<file path="config.mk">
export PLATFORM = sky130hd
export DESIGN_NAME = dmem_arbiter
export DESIGN_NICKNAME = d
export VERILOG_FILES = /design/src/rtl/dmem_arbiter_pkg.sv /design/src/rtl/dmem_addr_check.sv /design/src/rtl/dmem_arbiter.sv
export SDC_FILE = /design/constraint.sdc
export NUM_CORES = 1
export LEC_CHECK = 0
export ABC_AREA = 1
export CAP_MARGIN = 20
export CORE_MARGIN = 3
export CORE_UTILIZATION = 40
export CTS_CLUSTER_DIAMETER = 80
export DETAILED_ROUTE_END_ITERATION = 10
export PLACE_DENSITY_LB_ADDON = 0.1
export SETUP_SLACK_MARGIN = 0.15
export SYNTH_ARGS = -nofsm -noshare
export SYNTH_HDL_FRONTEND = slang
export SYNTH_SLANG_ARGS = --single-unit
</file>
<file path="constraint.sdc">
create_clock -name clk -period 3.66 [get_ports clk]
set_clock_uncertainty 0.1 [all_clocks]
set_input_delay 0.366 -clock clk [delete_from_list [all_inputs] [get_ports clk]]
set_output_delay 0.366 -clock clk [all_outputs]
set_load 0.02 [all_outputs]
</file>
<file path="src/rtl/dmem_arbiter_pkg.sv">
// Shared definitions for the data-memory arbiter: FSM encoding, word size
// and the address legality check used by both requester ports.
package dmem_arbiter_pkg;

  // Arbiter ownership states.
  typedef enum logic [1:0] {
    ST_IDLE = 2'd0,
    ST_OWN0 = 2'd1,
    ST_OWN1 = 2'd2
  } arb_state_e;

  localparam int unsigned WORD_BYTES = 4;
  localparam int unsigned OFF_W      = $clog2(WORD_BYTES);

  // True when the byte address is word aligned and its word index lies in
  // 0..depth-1. Callers zero-extend their address to 64 bits.
  function automatic logic addr_ok(input logic [63:0] addr,
                                   input int unsigned depth);
    logic aligned;
    logic in_range;
    aligned  = (addr[OFF_W-1:0] == '0);
    in_range = ((addr >> OFF_W) < 64'(depth));
    return aligned && in_range;
  endfunction

endpackage

</file>
<file path="src/rtl/dmem_addr_check.sv">
// Per-requester address screen: flags misaligned or out-of-range byte
// addresses so the arbiter can keep them away from the memory.
module dmem_addr_check
  import dmem_arbiter_pkg::*;
#(
  parameter int unsigned AW    = 32,
  parameter int unsigned DEPTH = 64
) (
  input  logic [AW-1:0] addr_i,
  output logic          ok_o,
  output logic          err_o
);

  assign ok_o  = addr_ok(64'(addr_i), DEPTH);
  assign err_o = ~ok_o;

endmodule

</file>
<file path="src/rtl/dmem_arbiter.sv">
// Round-robin arbiter sharing a single-port data memory between the CPU
// load/store path (requester 0) and the debug/boot loader (requester 1).
// One beat per cycle, bounded bursts under contention, read data returned
// exactly one cycle after the grant.
module dmem_arbiter
  import dmem_arbiter_pkg::*;
#(
  parameter int unsigned DEPTH     = 64,
  parameter int unsigned BURST_MAX = 4,
  parameter int unsigned AW        = 32
) (
  input  logic          clk,
  input  logic          rst,
  // requester 0
  input  logic          req0,
  input  logic          we0,
  input  logic [AW-1:0] addr0,
  input  logic [31:0]   wdata0,
  output logic          gnt0,
  output logic          rvalid0,
  output logic [31:0]   rdata0,
  output logic          err0,
  // requester 1
  input  logic          req1,
  input  logic          we1,
  input  logic [AW-1:0] addr1,
  input  logic [31:0]   wdata1,
  output logic          gnt1,
  output logic          rvalid1,
  output logic [31:0]   rdata1,
  output logic          err1,
  // memory
  output logic          mem_we,
  output logic [AW-1:0] mem_addr,
  output logic [31:0]   mem_din,
  input  logic [31:0]   mem_dout
);

  localparam int unsigned CNT_W = (BURST_MAX > 1) ? $clog2(BURST_MAX) : 1;
  localparam logic [CNT_W-1:0] CNT_LAST = CNT_W'(BURST_MAX - 1);

  arb_state_e       state_q, state_d;
  logic             ptr_q, ptr_d;        // tie-break favourite: 0 or 1
  logic [CNT_W-1:0] cnt_q, cnt_d;        // beats granted in current burst - 1

  logic [AW-1:0]    mem_addr_q;
  logic [31:0]      mem_din_q;
  logic             rd_pend_q;           // a good read was issued last cycle
  logic             rd_sel_q;            // which requester that read belongs to
  logic [31:0]      rdata0_q, rdata1_q;

  logic             ok0, ok1, bad0, bad1;
  logic             any_gnt, sel_ok, sel_we, rd_issue;
  logic [AW-1:0]    sel_addr;
  logic [31:0]      sel_wdata;

  dmem_addr_check #(.AW(AW), .DEPTH(DEPTH)) u_chk0 (
    .addr_i (addr0),
    .ok_o   (ok0),
    .err_o  (bad0)
  );

  dmem_addr_check #(.AW(AW), .DEPTH(DEPTH)) u_chk1 (
    .addr_i (addr1),
    .ok_o   (ok1),
    .err_o  (bad1)
  );

  // Next-state, pointer, burst counter and combinational grants.
  always_comb begin
    // NOTE: every output of this block gets a default first so no path can
    // leave one unassigned and infer a latch.
    state_d = state_q;
    ptr_d   = ptr_q;
    cnt_d   = cnt_q;
    gnt0    = 1'b0;
    gnt1    = 1'b0;
    if (!rst) begin
      unique case (state_q)
        ST_IDLE: begin
          cnt_d = '0;
          if (req0 && req1) begin
            if (ptr_q) begin
              gnt1    = 1'b1;
              state_d = ST_OWN1;
            end else begin
              gnt0    = 1'b1;
              state_d = ST_OWN0;
            end
          end else if (req0) begin
            gnt0    = 1'b1;
            state_d = ST_OWN0;
          end else if (req1) begin
            gnt1    = 1'b1;
            state_d = ST_OWN1;
          end
        end
        ST_OWN0: begin
          if (req0 && !(req1 && cnt_q == CNT_LAST)) begin
            gnt0 = 1'b1;
            if (cnt_q != CNT_LAST) cnt_d = cnt_q + CNT_W'(1);
          end else if (req1) begin
            // burst expired or owner dropped: hand over to requester 1
            gnt1    = 1'b1;
            state_d = ST_OWN1;
            ptr_d   = 1'b1;
            cnt_d   = '0;
          end else begin
            state_d = ST_IDLE;
            cnt_d   = '0;
          end
        end
        ST_OWN1: begin
          if (req1 && !(req0 && cnt_q == CNT_LAST)) begin
            gnt1 = 1'b1;
            if (cnt_q != CNT_LAST) cnt_d = cnt_q + CNT_W'(1);
          end else if (req0) begin
            gnt0    = 1'b1;
            state_d = ST_OWN0;
            ptr_d   = 1'b0;
            cnt_d   = '0;
          end else begin
            state_d = ST_IDLE;
            cnt_d   = '0;
          end
        end
        default: begin
          state_d = ST_IDLE;
          cnt_d   = '0;
        end
      endcase
    end
  end

  // Memory-side mux: only a granted, legal access reaches the memory; the
  // address and write data otherwise hold their last values.
  assign any_gnt   = gnt0 | gnt1;
  assign sel_ok    = gnt1 ? ok1    : ok0;
  assign sel_we    = gnt1 ? we1    : we0;
  assign sel_addr  = gnt1 ? addr1  : addr0;
  assign sel_wdata = gnt1 ? wdata1 : wdata0;

  assign mem_we    = any_gnt & sel_ok & sel_we;
  assign rd_issue  = any_gnt & sel_ok & ~sel_we;
  assign mem_addr  = (any_gnt & sel_ok) ? sel_addr : mem_addr_q;
  assign mem_din   = mem_we ? sel_wdata : mem_din_q;

  assign err0      = gnt0 & bad0;
  assign err1      = gnt1 & bad1;

  // Read return: the memory output is valid the cycle after the grant and
  // is steered to the requester that issued the read; the other holds.
  assign rvalid0   = rd_pend_q & ~rd_sel_q & ~rst;
  assign rvalid1   = rd_pend_q &  rd_sel_q & ~rst;
  assign rdata0    = rvalid0 ? mem_dout : rdata0_q;
  assign rdata1    = rvalid1 ? mem_dout : rdata1_q;

  // State, pointer, counter and datapath holding registers.
  always_ff @(posedge clk) begin
    // NOTE: sequential state uses non-blocking assignments so every register
    // samples the pre-edge value of every other register.
    if (rst) begin
      state_q    <= ST_IDLE;
      ptr_q      <= 1'b0;
      cnt_q      <= '0;
      mem_addr_q <= '0;
      mem_din_q  <= '0;
      rd_pend_q  <= 1'b0;
      rd_sel_q   <= 1'b0;
      rdata0_q   <= '0;
      rdata1_q   <= '0;
    end else begin
      state_q    <= state_d;
      ptr_q      <= ptr_d;
      cnt_q      <= cnt_d;
      mem_addr_q <= mem_addr;
      mem_din_q  <= mem_din;
      rd_pend_q  <= rd_issue;
      rd_sel_q   <= gnt1;
      rdata0_q   <= rdata0;
      rdata1_q   <= rdata1;
    end
  end

endmodule

</file>
==> impl.org <==
** Critical path
- The worst setup path is of the reg -> out kind.
- CP Launch Point :: state_q[1]$_SDFFE_PP0P_
- Required time of the worst setup path :: between 3 and 4 ns
- At the worst endpoint, the arrival time is 2.92 ns.
- In this run the worst path has a maximum fanout of 17.
- The worst setup path is launched from a register.
- In this run the critical register-to-register path is launched from state_q[1]$_SDFFE_PP0P_.
- Crit end category :: output port

** Routing
- Vias per cell :: 4.60
- After the first detailed-routing iteration, the DRC count stood at between 300 and 400.
- DRC :: 0
- Summed over all layers, the routed wires come to roughly 22000 um.
- The detail route stage leaves a number of antenna-violating nets equal to 0.
- WL per Instance :: 13.9 um
- The routed layout has 7210 vias.
- Total iterations of the first detailed-routing run :: 6

** Synth
- Most common cell in the netlist :: inv_1
- In the synthesized netlist, the number of instances is 1049.
- Post-synthesis instance area :: 0.00697 mm2
- Number of enable-type register cells in the synthesized netlist :: 0
- Yosys top cell area share :: between 30% and 40%
- Flops & latches, synth :: between 100 and 150
- After synthesis, flip-flops and latches occupy 38.8% of the total area.
- Among all flip-flop cells after synthesis, the most frequent one is dfxtp_1.
- In the post-synthesis netlist, the biggest area contributors are dfxtp_1 (39%), inv_1 (13%), nand2_1 (11%).
- The number of nets handed over by synthesis was 1219.
- Counting flops with an async set or reset pin after synthesis yields a share of 0%.
- Netlist cell types :: 31
- Synth top cells by count :: inv_1 (235), nand2_1 (213), dfxtp_1 (135)
- Mean Syn Cell Area :: between 6 and 7 um2
- Synth Warn # :: 0
- Cell taking the most area after synthesis :: dfxtp_1

** Global routing
- Maximum number of pins on one net before global-route repair :: 90
- Total global routing overflow :: 0
- First-pass GRT wire length :: between 30000 and 40000 um
- GRT Resource Usage Total :: 22.2%
- Number of global-route vias before repair :: 6693
- The number of antenna violations at the first check in global routing was 2.

** Pwr
- The share of total power dissipated in combinational logic is approximately two fifths.
- Sw power :: 1.97 mW
- Fraction of power consumed by the clock network :: about 31%
- Power consumption :: 5.37 mW
- Net Sw Frac :: 36.8%
- Sequential share of power :: between 30 and 40%
- Internal power comes to around 3.4 mW.
- Summed over all cells, the static leakage comes to 6.69 nW.
- Worst IR drop on VDD :: 0.337 mV
- In this run the power density over the cells is roughly 490 mW/mm2.

** Layout
- In the final layout, the share of cells above drive strength 1 is 10.0%.
- Synthesis-to-finish area growth :: 56.7%
- Number of nets in the layout :: 1502
- Post-route core utilization :: 64.9%

** Clocking
- Number of buffers on the longest clock path :: 2
- Clock transition at the registers of the reported paths :: 0.06 ns
- Clock latency at the later pin of the worst-skew pair :: between 0.4 and 0.5 ns
- Clock Sinks :: 135
- TritonCTS clock tree :: done
- Hold repair after CTS inserted 0 buffers.
- Root Buffer :: clkbuf_16
- Counting the buffers created by CTS gives 17.
- The H-tree was split into 4 levels.

** Timing
- In this run the tightest slew margin relative to its limit is 36.7%.
- The final number of hold-violating endpoints was 0.
- Fin crit share :: 92.6%
- The count of pins over their slew limit is 0.
- Based on the critical path, the design can be clocked at up to 0.295 GHz.
- Setup repair after global routing could not meet its margin everywhere.
- Final WS setup :: 0.272 ns
- Slew of the pin with the lowest slew margin :: 0.949 ns
- Summed over all failing endpoints, the final setup total negative slack is 0 ns.
- Min Clock Period, post-route :: 3.39 ns
- Setup violations remaining at the end of the flow were counted as 0.

** Floorplanning
- Initial core utilization :: approximately 41%
- The floorplan step defined a die boundary enclosing about 0.019 mm2.
- Number of cell rows :: 47
- The die is 138 um wide.
- Floorplan core area :: approximately 0.017 mm2
- Die Ht :: about 140 um
- During I/O placement, the number of pins put on the boundary was around 300.

** Min path
- The worst hold path begins at rst.
- Type of the worst min-delay path :: in -> reg

** Job
- Number of max-cap violations :: 0

** Placement
- Before CTS, the worst setup slack after placement is 0.0525 ns.
- At the end of routability-driven placement, the weighted congestion stood at 0.966.
- Input and output buffers added on the ports amount to 300.
- The wire-length estimate of the detail-placed layout is 15500 um.

** Run status
- Status :: finished, final reports clean
-- cell type report --
cell class,instances,area [um2]
Sequential cell,135,2700
Clock inverter,14,135
Fill cell,1598,5900
Timing Repair Buffer,320,3330
Antenna cell,1,2.50
Clock buffer,18,439
Inverter,237,892
Tap cell,220,275
Multi-Input combinational cell,621,3140
-- routing by layer --
metal	wire, um	part of all wire [%]	track usage [%]
met2	10400	48	37.5
met1	8730	40	25.6
met3	1870	8.6	7.33
met4	703	3.2	9.99
met5	0	0	0
-- registers in the layout, indices dropped and copies added (netlist names) --
signal,count
rdata0_q,32
rd_pend_q,1
mem_addr_q,32
state_q,2
cnt_q,2
rdata1_q,32
ptr_q,1
rd_sel_q,1
mem_din_q,32
-- repair_timing --
item                       CTS  global route
setup endpoints to repair   32            63
buffers inserted             0             1
resized for setup            3            70
cloned                       1             2
-- worst max-delay path: stages, from the launching register on --
cell and delay (ns):
dfxtp_1 0.33, inv_1 0.10, ha_2 0.23, nand2_2 0.08, inv_2 0.05, nand2_1 0.07, nand3_4 0.11, buf_6 0.17
nand3_1 0.14, nand2_4 0.19, buf_6 0.20, nand4_1 0.12, nand2_1 0.11, inv_1 0.05, clkdlybuf4s50_1 0.53
-- worst paths after layout --
path / endpoint / slack (ns) / depth (start not counted)
setup / recovery: mem_din[16] / 0.27 / 14
hold / removal: rd_sel_q$_SDFF_PP0_ / 0.28 / 4
setup reg to reg: mem_din_q[11]$_SDFF_PP0_ / 1.42 / 13
hold reg to reg: mem_addr_q[21]$_SDFF_PP0_ / 0.35 / 2
-- through the flow --
stage / hold WS [ns] / instances / area, um2
6_report: 0.278 / 1566 / 10900
3_3_place_gp: 0.334 / 1529 / 10100
4_1_cts: 0.253 / 1562 / 10700
5_1_grt: 0.293 / 1566 / 10900
3_5_place_dp: 0.337 / 1529 / 10100
2_1_floorplan: 0.325 / 1049 / 6970
-- placed cells by master, fill, tap and decap left out, types with 4 or more instances in the layout --
cell type and count:
inv_1 235, buf_4 15, nor2_1 123, buf_6 4
nand3_1 11, dlymetal6s2s_1 59, nand3_4 5, or2_2 64
nand2_1 213, clkbuf_16 17, dfxtp_1 135, a211oi_1 32
o21ai_0 33, inv_6 8, a21oi_1 43, nand3b_1 32
clkdlybuf4s50_1 238, nand4_1 41, clkinvlp_4 4
-- cell families (layout without fill, tap and decap cells) --
logic type,count (synthesis),in the layout,share of synthesized area (%)
other,0,1,0
adder cells (fa/ha/maj),4,4,0.719
flip-flops,135,135,38.8
AO/OA/AOI/OAI,113,113,9.38
buffers and inverters,296,589,17.1
AND/OR/NAND/NOR,501,504,34.0
-- power groups by stage --
stage	sequential, mW	clock (mW)	combinational (mW)
floorplan	1.64	0	1.23
global placement	1.65	0	2.03
detailed placement	1.65	0	2.04
CTS	1.62	1.70	2.06
global route	1.63	1.77	2.30
finish	1.62	1.67	2.08
(Power assumes the default switching activity.)
